<file path="src/rtl/alarm_control_fsm.sv">
// Main control FSM of the anti-theft alarm: sequences arming, entry delay and siren,
// loads the countdown timer, and owns the four programmable interval registers.
module alarm_control_fsm #(
  parameter int         CYCLES_PER_SEC = 10,
  parameter logic [3:0] T_ARM_DEF      = 4'd6,
  parameter logic [3:0] T_DRIVER_DEF   = 4'd8,
  parameter logic [3:0] T_PASS_DEF     = 4'd15,
  parameter logic [3:0] T_ALARM_DEF    = 4'd10
) (
  input  logic       clock,
  input  logic       reset,
  input  logic       ignition,
  input  logic       driver_door,
  input  logic       passenger_door,
  input  logic       reprogram,
  input  logic [1:0] param_sel,
  input  logic [3:0] param_value,
  input  logic       expired,
  output logic [3:0] value,
  output logic       start_timer,
  output logic       siren_on,
  output logic       status_led
);

  typedef enum logic [2:0] {
    ARMED     = 3'd0,
    TRIGGERED = 3'd1,
    SOUND     = 3'd2,
    DISARMED  = 3'd3,
    DOOR_OPEN = 3'd4,
    ARM_DELAY = 3'd5
  } state_t;

  localparam int CNT_W = (CYCLES_PER_SEC > 1) ? $clog2(CYCLES_PER_SEC) : 1;
  localparam logic [CNT_W-1:0] CNT_MAX = CNT_W'(CYCLES_PER_SEC - 1);

  localparam logic [1:0] SEL_ARM    = 2'd0;
  localparam logic [1:0] SEL_DRIVER = 2'd1;
  localparam logic [1:0] SEL_PASS   = 2'd2;
  localparam logic [1:0] SEL_ALARM  = 2'd3;

  state_t           state_q, state_d;
  logic [3:0]       value_q, value_d;
  logic             start_q, start_d;
  logic             siren_q, siren_d;
  logic             led_q, led_d;
  logic [CNT_W-1:0] cnt_q, cnt_d;
  logic [3:0]       regs_q [4];

  logic             load;
  logic [1:0]       load_sel;
  logic             exp_ok;

  // The timer has not latched the new value yet in the cycle start_timer is high.
  assign exp_ok = expired && !start_q;

  always_comb begin
    state_d  = state_q;
    load     = 1'b0;
    load_sel = SEL_ARM;

    case (state_q)
      ARMED: begin
        if (driver_door) begin
          state_d  = TRIGGERED;
          load     = 1'b1;
          load_sel = SEL_DRIVER;
        end else if (passenger_door) begin
          state_d  = TRIGGERED;
          load     = 1'b1;
          load_sel = SEL_PASS;
        end
      end
      TRIGGERED: begin
        if (ignition) begin
          state_d = DISARMED;
        end else if (exp_ok) begin
          state_d  = SOUND;
          load     = 1'b1;
          load_sel = SEL_ALARM;
        end
      end
      SOUND: begin
        if (ignition) begin
          state_d = DISARMED;
        end else if (exp_ok) begin
          if (driver_door || passenger_door) begin
            load     = 1'b1;
            load_sel = SEL_ALARM;
          end else begin
            state_d = ARMED;
          end
        end
      end
      DISARMED: begin
        if (!ignition && driver_door) state_d = DOOR_OPEN;
      end
      DOOR_OPEN: begin
        if (ignition) begin
          state_d = DISARMED;
        end else if (!driver_door) begin
          state_d  = ARM_DELAY;
          load     = 1'b1;
          load_sel = SEL_ARM;
        end
      end
      ARM_DELAY: begin
        if (ignition)         state_d = DISARMED;
        else if (driver_door) state_d = DOOR_OPEN;
        else if (exp_ok)      state_d = ARMED;
      end
      default: state_d = ARMED;
    endcase

    // A register write overrides any transition and never starts the timer.
    if (reprogram) begin
      state_d = ARMED;
      load    = 1'b0;
    end

    value_d = load ? regs_q[load_sel] : value_q;
    start_d = load;
    siren_d = (state_d == SOUND);

    cnt_d = '0;
    led_d = (state_d == TRIGGERED) || (state_d == SOUND);
    if (state_d == ARMED) begin
      led_d = 1'b0;
      if (state_q == ARMED && !reprogram) begin
        if (cnt_q == CNT_MAX) begin
          cnt_d = '0;
          led_d = ~led_q;
        end else begin
          cnt_d = cnt_q + 1'b1;
          led_d = led_q;
        end
      end
    end
  end

  always_ff @(posedge clock or posedge reset) begin
    if (reset) begin
      state_q   <= ARMED;
      value_q   <= 4'd0;
      start_q   <= 1'b0;
      siren_q   <= 1'b0;
      led_q     <= 1'b0;
      cnt_q     <= '0;
      regs_q[0] <= T_ARM_DEF;
      regs_q[1] <= T_DRIVER_DEF;
      regs_q[2] <= T_PASS_DEF;
      regs_q[3] <= T_ALARM_DEF;
    end else begin
      state_q <= state_d;
      value_q <= value_d;
      start_q <= start_d;
      siren_q <= siren_d;
      led_q   <= led_d;
      cnt_q   <= cnt_d;
      if (reprogram) regs_q[param_sel] <= param_value;
    end
  end

  assign value       = value_q;
  assign start_timer = start_q;
  assign siren_on    = siren_q;
  assign status_led  = led_q;

endmodule

</file>
<file path="config.mk">
export PLATFORM = sky130hd
export DESIGN_NAME = alarm_control_fsm
export DESIGN_NICKNAME = d
export VERILOG_FILES = /design/src/rtl/alarm_control_fsm.sv
export SDC_FILE = /design/constraint.sdc
export NUM_CORES = 1
export LEC_CHECK = 0
export ABC_AREA = 1
export CAP_MARGIN = 20
export CORE_MARGIN = 10
export CORE_UTILIZATION = 27
export DETAILED_ROUTE_END_ITERATION = 10
export HOLD_SLACK_MARGIN = 0.06
export SLEW_MARGIN = 5
export SYNTH_ARGS = -nofsm -noshare
export SYNTH_HDL_FRONTEND = slang
export SYNTH_SLANG_ARGS = --single-unit
</file>
<file path="constraint.sdc">
create_clock -name clock -period 1.55 [get_ports clock]
set_input_delay 0.2325 -clock clock [delete_from_list [all_inputs] [get_ports clock]]
set_output_delay 0.2325 -clock clock [all_outputs]
set_load 0.005 [all_outputs]
</file>
After elaboration in Yosys (flattened, before gate mapping)
Index checks and enable logic that the tools add are counted.
- add/subtract/negate cells: 1
- magnitude comparators: 3
- equality and inequality tests: 9
- mux-type cells: 46
- bitwise logic cells: 3
- reductions and logical operators: 11
- operators by type and width (cell ; count):
    3-bit 2-to-1 mux ; 14
    4-bit 2-to-1 mux ; 6
    3-bit one-hot mux with 6 select lines ; 1
    16-bit bitwise mux ; 1
    2-bit 2-to-1 mux ; 7
    1-bit 2-to-1 mux ; 13
    3-bit by 2-bit equality test with 1-bit output (second input constant) ; 3
    4-bit binary-select mux with 2-bit select ; 1
    4-bit demux with 2-bit select ; 1
    3-bit by 1-bit equality test with 1-bit output (second input constant) ; 2
    3-bit equality test (second input constant) ; 2
    3-bit greater-or-equal comparator (second input constant) ; 2
    3-bit zero test ; 2
    2-bit NOT with 3-bit output ; 2
    2-bit one-hot mux with 3 select lines ; 1
    4-bit by 1-bit adder with 4-bit output (second input constant) ; 1
    4-bit equality test (second input constant) ; 1
    1-bit logical AND ; 4
    1-bit one-hot mux with 4 select lines ; 1
    1-bit zero test ; 3
    3-bit by 1-bit less-than comparator with 1-bit output (second input constant) ; 1
    3-bit by 2-bit inequality test with 1-bit output (second input constant) ; 1
    1-bit logical OR ; 2
    1-bit NOT ; 1
- bits in registers: 30
- bits of input ports: 13
- output and inout bits: 7

Logic depth before layout (Yosys ltp)
Gate-level depths: netlist of run 1.
- word-level depth: 10
- mapped depth: 13
- gate-level depth less buffers: 13

Worst setup path before layout of run 1
No wires, ideal clock.
- path kind: register -> register
- start: register state_q[2]
- end: register value_q[1] (netlist: value[1])
- library setup time: 116 ps
- arrival: 1368 ps
- required time: 1434 ps
- slack: 65 ps
- cell stages (with the launch flop): 12
- buffers on the path: 1
- period minus slack after synthesis: 1485 ps
- cells stage by stage: dfrtp_1 inv_2 nand2_1 nor2_1 nand3_2 nand3_4 buf_6 nand2_1 o211ai_1 o21ai_1 nand2_1 nand2_1
- longest elaborated chain between the ends: 6
- ends and longest elaborated chain (what ; line ; RTL):
    start: declaration ; 42 ; state_t state_q, state_d;
    start signal: assignment ; 154 ; state_q <= state_d;
    3-bit by 2-bit equality test with 1-bit output, or another cell as far along ; 62 ; case (state_q)
    2-bit one-hot mux with 3 select lines ; 62 ;
    2-bit NOT with 3-bit output (implied by the code) ; 121 ; value_d = load ? regs_q[load_sel] : value_q;
    4-bit binary-select mux with 2-bit select ; 121 ;
    4-bit 2-to-1 mux (implied by the code) (2 in series) ; 121 ;
    end signal: assignment ; 155 ; value_q <= value_d;
    end: declaration ; 43 ; logic [3:0] value_q, value_d;
Parallel ways exist; a longest one is shown, timed or not. The select of a mux whose other input is x is not followed.
A chain may end at the register's enable or synchronous reset.

Worst setup path in the final report of run 1
- start: register state_q[1]
- end: register led_q (netlist: status_led)
- longest elaborated chain between the ends: 8
- ends and longest elaborated chain (what ; line ; RTL):
    3-bit 2-to-1 mux (on tied branches) ; 110, 87 ;
    3-bit 2-to-1 mux (on tied branches) ; 109, 86 ;
    3-bit 2-to-1 mux (on tied branches) ; 108, 84 ;
    3-bit one-hot mux with 6 select lines ; 62 ;
    3-bit 2-to-1 mux ; 116 ; if (reprogram) begin
    3-bit by 1-bit equality test with 1-bit output or 3-bit by 2-bit equality test with 1-bit output (tied branches) ; 126 ; led_d = (state_d == TRIGGERED) || (state_d == SOUND);
    1-bit logical OR ; 126 ;
    1-bit 2-to-1 mux ; 127 ; if (state_d == ARMED) begin
    end signal: assignment ; 158 ; led_q <= led_d;
    end: declaration ; 46 ; logic led_q, led_d;
Parallel ways exist; a longest one is shown, timed or not.

==> impl_results.md, run 1 <==
* Status: complete, no violations
* Synth area leaders: dfrtp_1 32%, dfstp_2 14%, nand2_1 14%
* Die Ht at 97.9 um
* PortBufs at 19
* RD Place Congestion at 0.847
* Max cap viols at 0
* CP most frequent cell: nand2_1
* CTS tree: built
* Initial Utilization at 27.7%
* CP Max Fanout at 5
* Setup TNS at 0 ns
* Final wirelength at 3.86 mm
* Slowest library cell on the worst path: dfrtp_2
* Clk sinks at 30
* Placed inst area at around 0.002 sq mm
* DRC errors left at 0
* Mux contribution to synthesized area at 0%
* Largest net degree at the start of global routing at 31
* Critical-path cell list: inv_2 -> nand2_2 -> nor2_4 -> nand2_1 -> nand2_1 -> nand2_1 -> nand3_2 -> buf_4 -> nand3_1 -> nand3_1 -> nand2_1 -> nand2_1 -> nand2_1
* Row cnt at 28
* Die Wd at 97.9 um
* Deepest clock path buffer count at 2
* CP Capture Type: register
* Overflow after GRT at 0
* First-pass GRT wire length at 6.31 mm
* Sequential fraction of the synthesis area at 46.5%
* Post-route setup slack at 0.00000899 ns
* PD cells at 1340 mW/mm^2
* Area Growth Syn to Fin at 45.5%
* Leak at 1.16 nW
* Worst-Margin Slew at 0.381 ns
* Worst reg2reg path depth at 13
* YS warnings at 0
* Total track usage at 7.89%
* Xor and xnor area share after synthesis at 1.07%
* Dpl hpwl at approximately 2.7 mm
* Fin util at between 40% and 50%
* Area share of the largest cell type after synthesis at between 30% and 40%
* Via count at between 1000 and 1500
* Required time of the worst setup path at about 1.7 ns
* Minimum clock period at between 1.5 and 2 ns
* Largest family of logic cells by synthesized area: simple AND/OR/NAND/NOR gates
* Clock transition at the registers of the reported paths at 0.07 ns
* Synth unique cells at 25
* Clock latency on the worst-skew pair at between 0.2 and 0.3 ns
* CP Launch Type: register
* Worst vdd ir at 471 uV
* Tcrit/Tclk final at 100%
* RSZ-0062 raised after global routing: yes
* Initial DRC Count at a little over 90
* Delay of the slowest critical-path stage at 0.46 ns
* Seq cells post-synth at 30
* Setup WS pre-CTS at -0.316 ns
* Antenna violations before repair at 0
* Placeable Area at approximately 0.0059 sq mm
* Final net count at 276
* Final hold violation count at 0
* Final cell count without fillers at 337
* F_max at ~0.65 GHz
* # IOs at 20
* Vias in the first global route at 1389
* Hold Path Class: in2async
* Simple-Gate Fraction of Synth Area at roughly 32%
* DIE AREA at 0.00958 sq mm
* Clk_skew at 0.00765 ns
* Via density at about 4.4
* First-pass DRT Iterations at 4
* Worst Path Arrival at 1.73 ns
* CTS H-Tree Depth at 2
* Fin. max-slew vios at 0
* Syn_nets at 228
* N_diodes at 0
* DP Cell Count at 324
* Layout cell share with drive strength beyond 1 at 34.0%
* Syn_area_per_cell at 7.69 sq um
* Compound-Gate Fraction of Synth Area at 10.1%
* Inserted Clock Buffers at 5
* Antenna viol nets, final at 0
* CTS Root Cell: clkbuf_8
* Cells after Synth at 213
* Finish-stage setup viols at 0
* Slew HR at ~75%
* Critical path class: reg2reg
* Post-Synth Adder-Cell Area at 1.53%
* Dominant cell type by area after synthesis: dfrtp_1
* Design area at 0.00238 sq mm
* CTS Hold Bufs at 0
* Wire per inst at ~11 um
* Post-synthesis cell area at roughly 0.0016 sq mm
registers in the layout, indices dropped and copies added (netlist names):
| register | count |
|---|---|
| siren_on | 1 |
| cnt_q | 4 |
| regs_q | 16 |
| state_q | 3 |
| status_led | 1 |
| start_timer | 1 |
| value | 4 |
per-stage QoR:
| step | hold slack (ns) | power [mW] |
|---|---|---|
| 6_report | 0.316 | 3.20 |
| 5_1_grt | 0.373 | 3.43 |
| 3_5_place_dp | 0.475 | 2.04 |
| 3_3_place_gp | 0.468 | 2.03 |
| 4_1_cts | 0.323 | 3.06 |
| 2_1_floorplan | 0.310 | 1.64 |
worst paths after layout:
path	from	endpoint	slack, ns
max	state_q[1]	status_led	0.000009
min	reset	regs_q[0]	0.32
max reg2reg	state_q[1]	status_led	0.000009
min reg2reg	regs_q[8]	regs_q[8]	0.49
max in group asynchronous	reset	regs_q[6]	0.92
min in group clock	regs_q[8]	regs_q[8]	0.49
cell usage after synthesis:
library cell / count
xnor2_1: 1
dfrtp_1: 21
a211oi_2: 1
nand2_1: 60
inv_2: 5
or2_4: 1
nand3b_1: 1
ha_1: 2
a21oi_1: 1
nor3_1: 1
nand3_2: 3
dfstp_2: 9
inv_1: 29
xor2_1: 1
nor2_4: 2
o21ai_1: 4
nor2_1: 18
nand4_1: 2
nor2_2: 1
buf_6: 1
nand3_4: 1
o211ai_1: 3
o21ai_0: 21
nand3_1: 19
nand2_2: 5
layout by cell type, fill, tap and decap left out, types with 8 or more instances in the layout:
cell	Yosys	final
nor2_1	18	10
dfrtp_1	21	19
dfstp_2	9	9
nand2_2	5	16
nand2_1	60	47
nand3_1	19	13
inv_1	29	28
buf_4	0	22
o21ai_0	21	19
nor2_4	2	8
clkdlybuf4s50_1	0	17
nand3_2	3	8
metal layers:
metal | vias up | track usage, % | wire, um
li1 | 771 | - | -
met1 | 667 | 10.1 | 1890
met2 | 25 | 10.9 | 1690
met3 | 7 | 3.03 | 192
met4 | 0 | 4.81 | 83
met5 | - | 0 | 0
worst max-delay path: cells and delay by family, from the launching register on:
| family | cells | cell delay [ns] |
|---|---|---|
| buffers and inverters | 2 | 0.22 |
| DFF | 1 | 0.46 |
| and+or+nand+nor | 11 | 0.77 |
where the power goes:
part	switching, mW	total, mW	internal, mW
combinational	0.569	1.10	0.533
clock	0.302	0.988	0.685
sequential	0.132	1.11	0.975
total	1.00	3.20	2.19
layout make-up:
class	count	area (sq um)
multi-input cells	149	892
fillers	612	3540
clock inverters	2	60.1
clock buffers	6	82.6
repair buffers	41	360
well taps	75	93.8
flip-flops and latches	30	764
inverters	34	130
logic make-up after synthesis:
family	Yosys count
compound gates	30
xor+xnor	2
fa+ha+maj	2
buf+inv	35
flops	30
simple gates	114
repair_timing:
item                                    CTS  global route
endpoints found under the hold margin     0             0
resized for setup                         5            41
endpoints found under the setup margin    1            10
pin swaps                                 1            11
setup buffers                             0             4
gates cloned                              0             1
No activity file was read; power rests on OpenSTA's default activity.
==> run 2, diff against run 1 <==
--- a/config.mk
+++ b/config.mk
@@ -11,7 +11,7 @@
 export CORE_UTILIZATION = 27
 export DETAILED_ROUTE_END_ITERATION = 10
 export HOLD_SLACK_MARGIN = 0.06
-export SLEW_MARGIN = 5
+export SLEW_MARGIN = 0
 export SYNTH_ARGS = -nofsm -noshare
 export SYNTH_HDL_FRONTEND = slang
 export SYNTH_SLANG_ARGS = --single-unit
==> results of run 2 <==
Final layout, timing and power as in run 1 (identical DEF).
==> run 3, diff against run 2 <==
--- a/config.mk
+++ b/config.mk
@@ -7,10 +7,10 @@
 export LEC_CHECK = 0
 export ABC_AREA = 1
 export CAP_MARGIN = 20
-export CORE_MARGIN = 10
 export CORE_UTILIZATION = 27
 export DETAILED_ROUTE_END_ITERATION = 10
 export HOLD_SLACK_MARGIN = 0.06
+export SKIP_LAST_GASP = 1
 export SLEW_MARGIN = 0
 export SYNTH_ARGS = -nofsm -noshare
 export SYNTH_HDL_FRONTEND = slang
==> impl_results.md, run 3 (synthesis gave the netlist of run 1 again) <==
* Failing checks: negative setup slack
* Antenna violations before repair at 0 (unchanged)
* Vias in the first global route at 1360 (-2.1%)
* Initial DRC Count at 59 (-35%)
* # IOs at 20 (unchanged)
* CTS H-Tree Depth at 2 (unchanged)
* Placed inst area at 0.00205 sq mm (unchanged)
* Reg-to-reg setup timing slack at -0.009 ns (about the same)
* Row cnt at 28 (unchanged)
* Die Wd at 79.9 um (-18%)
* Area Growth Syn to Fin at 37.3%
* Clk sinks at 30 (unchanged)
* PortBufs at 19 (unchanged)
* Clk_skew at 0.00517 ns (-0.00248 ns)
* DP Cell Count at 324 (unchanged)
* Status: finished, violations left
* Total track usage at 12.3% (+4.4 points)
* Clock transition at the registers of the reported paths at 0.06 ns (about the same)
* Minimum clock period at 1.56 ns (+0.00890 ns)
* CP Max Fanout at 6 (+1)
* Setup TNS at -0.0129 ns (-0.0129 ns)
* Deepest clock path buffer count at 2 (unchanged)
* Final wirelength at 3.62 mm (-6.1%)
* Critical path class: reg2reg
* Worst Path Arrival at 1.73 ns (about the same)
* Die Ht at 79.9 um (-18%)
* First-pass DRT Iterations at 4 (unchanged)
* DRC errors left at 0 (unchanged)
* Crit-path leading delay family: simple AND/OR/NAND/NOR gates
* DIE AREA at 0.00638 sq mm (-33%)
* Design Power at 2.79 mW (-13%)
* Final hold violation count at 0 (unchanged)
* Commonest non-fill, non-tap cell in the layout: nand2_1
* Largest net degree at the start of global routing at 31 (unchanged)
* First-pass GRT wire length at 6.00 mm (-4.9%)
* Clock latency on the worst-skew pair at 0.28 ns (about the same)
* F_max at 0.641 GHz (-0.57%)
* Leak at 1.11 nW (-4.7%)
* Layout cell share with drive strength beyond 1 at 28.4% (-5.6 points)
* Required time of the worst setup path at 1.72 ns (about the same)
* Antenna viol nets, final at 0 (unchanged)
* Dpl hpwl at 2.54 mm (-6.6%)
* Final net count at 275 (-0.36%)
* Hold Path Class: in2async
* CTS Root Cell: clkbuf_8
* Wire per inst at 10.8 um (-5.8%)
* CP Launch Type: register
* Largest Register: regs_q
* Post-route setup slack at -0.00889 ns (-0.00890 ns)
* Most frequent cells in the layout: 54 x nand2_1, 28 x inv_1, 21 x o21ai_0, 20 x buf_4, 19 x dfrtp_1
* Fin. max-slew vios at 0 (unchanged)
* Inserted Clock Buffers at 5 (unchanged)
* CTS tree: built
* Worst-Margin Slew at 0.375 ns (-0.00575 ns)
* Slowest library cell on the worst path: dfrtp_2
* Max FFs per register at 16 (unchanged)
* Overflow after GRT at 0 (unchanged)
* Buf/Inv on CP at 2 (unchanged)
* PD cells at 1240 mW/mm^2 (-7.4%)
* N_diodes at 0 (unchanged)
* Max cap viols at 0 (unchanged)
* Design area at 0.00225 sq mm (-5.7%)
* Delay of the slowest critical-path stage at 0.46 ns (about the same)
* Via density at 4.41 (+1.1%)
* Initial Utilization at 27.8% (+0.16 points)
* Via count at 1482 (+0.82%)
* RD Place Congestion at 0.836 (-1.4%)
* Finish-stage setup viols at 2 (+2)
* Fin util at 38.2% (-2.1 points)
* R2R Path Start: state_q[1]
* CP Capture Type: register
* RR Endpoint: value[3]
* Worst vdd ir at 508 uV (+7.7%)
* Tcrit/Tclk final at 101% (+0.57 points)
* Final cell count without fillers at 336 (-0.30%)
* RSZ-0062 raised after global routing: yes
* Worst Hold Slack at 0.320 ns (+0.00353 ns)
* Placeable Area at 0.00589 sq mm (-0.59%)
* Critical-path cell list: inv_2 -> nand3_2 -> or2_4 -> nand2_2 -> a211oi_2 -> nor2_4 -> inv_2 -> nand2_1 -> nand2_1
* Setup WS pre-CTS at -0.291 ns (+0.0259 ns)
* Slew HR at 75.0% (+0.38 points)
* Worst reg2reg path depth at 9 (-4)
* CP Depth at 9 (-4)
[run 3: repair_timing]
item | 4_1_cts | 5_1_grt
resized for setup | 10 | 15
endpoints found under the setup margin | 9 | 9
pin swaps | 2 | 8
setup buffers | 0 | 3
hold buffers | 0 | 0
gates cloned | 0 | 1
[run 3: worst max-delay path by stage]
stage,from,to,slack (ns)
after global routing,expired,status_led,-0.10
after detailed placement,driver_door,status_led,-0.29
after CTS,state_q[1],status_led,0.008
after global placement,driver_door,status_led,-0.28
after floorplan,state_q[2],value[1],0.07
final,state_q[1],value[3],-0.009
[run 3: worst register-to-register path, cell delays in order (launching register included)]
cell and delay [ns]:
dfrtp_2 0.46, inv_2 0.11, nand3_2 0.10, or2_4 0.29, nand2_2 0.08, a211oi_2 0.05
nor2_4 0.18, inv_2 0.08, nand2_1 0.07, nand2_1 0.05
[run 3: routing by layer]
layer | track usage (%) | part of all wire (%) | wire (um)
met4 | 5.36 | 1.6 | 58
met3 | 4.23 | 5.3 | 193
met1 | 16.5 | 51 | 1840
met5 | 0 | 0 | 0
met2 | 17.9 | 42 | 1530
[run 3: power breakdown]
group,internal (mW),leakage (nW),total [mW],switching (mW)
sequential,0.976,0.363,1.10,0.125
clock,0.357,0.0482,0.642,0.285
combinational,0.514,0.696,1.05,0.535
[run 3: cell type report]
class | count | area (sq um)
clock buffers | 7 | 86.3
clock inverters | 1 | 5.00
fillers | 627 | 3640
inverters | 34 | 130
multi-input cells | 149 | 815
flip-flops and latches | 30 | 764
well taps | 75 | 93.8
repair buffers | 40 | 354
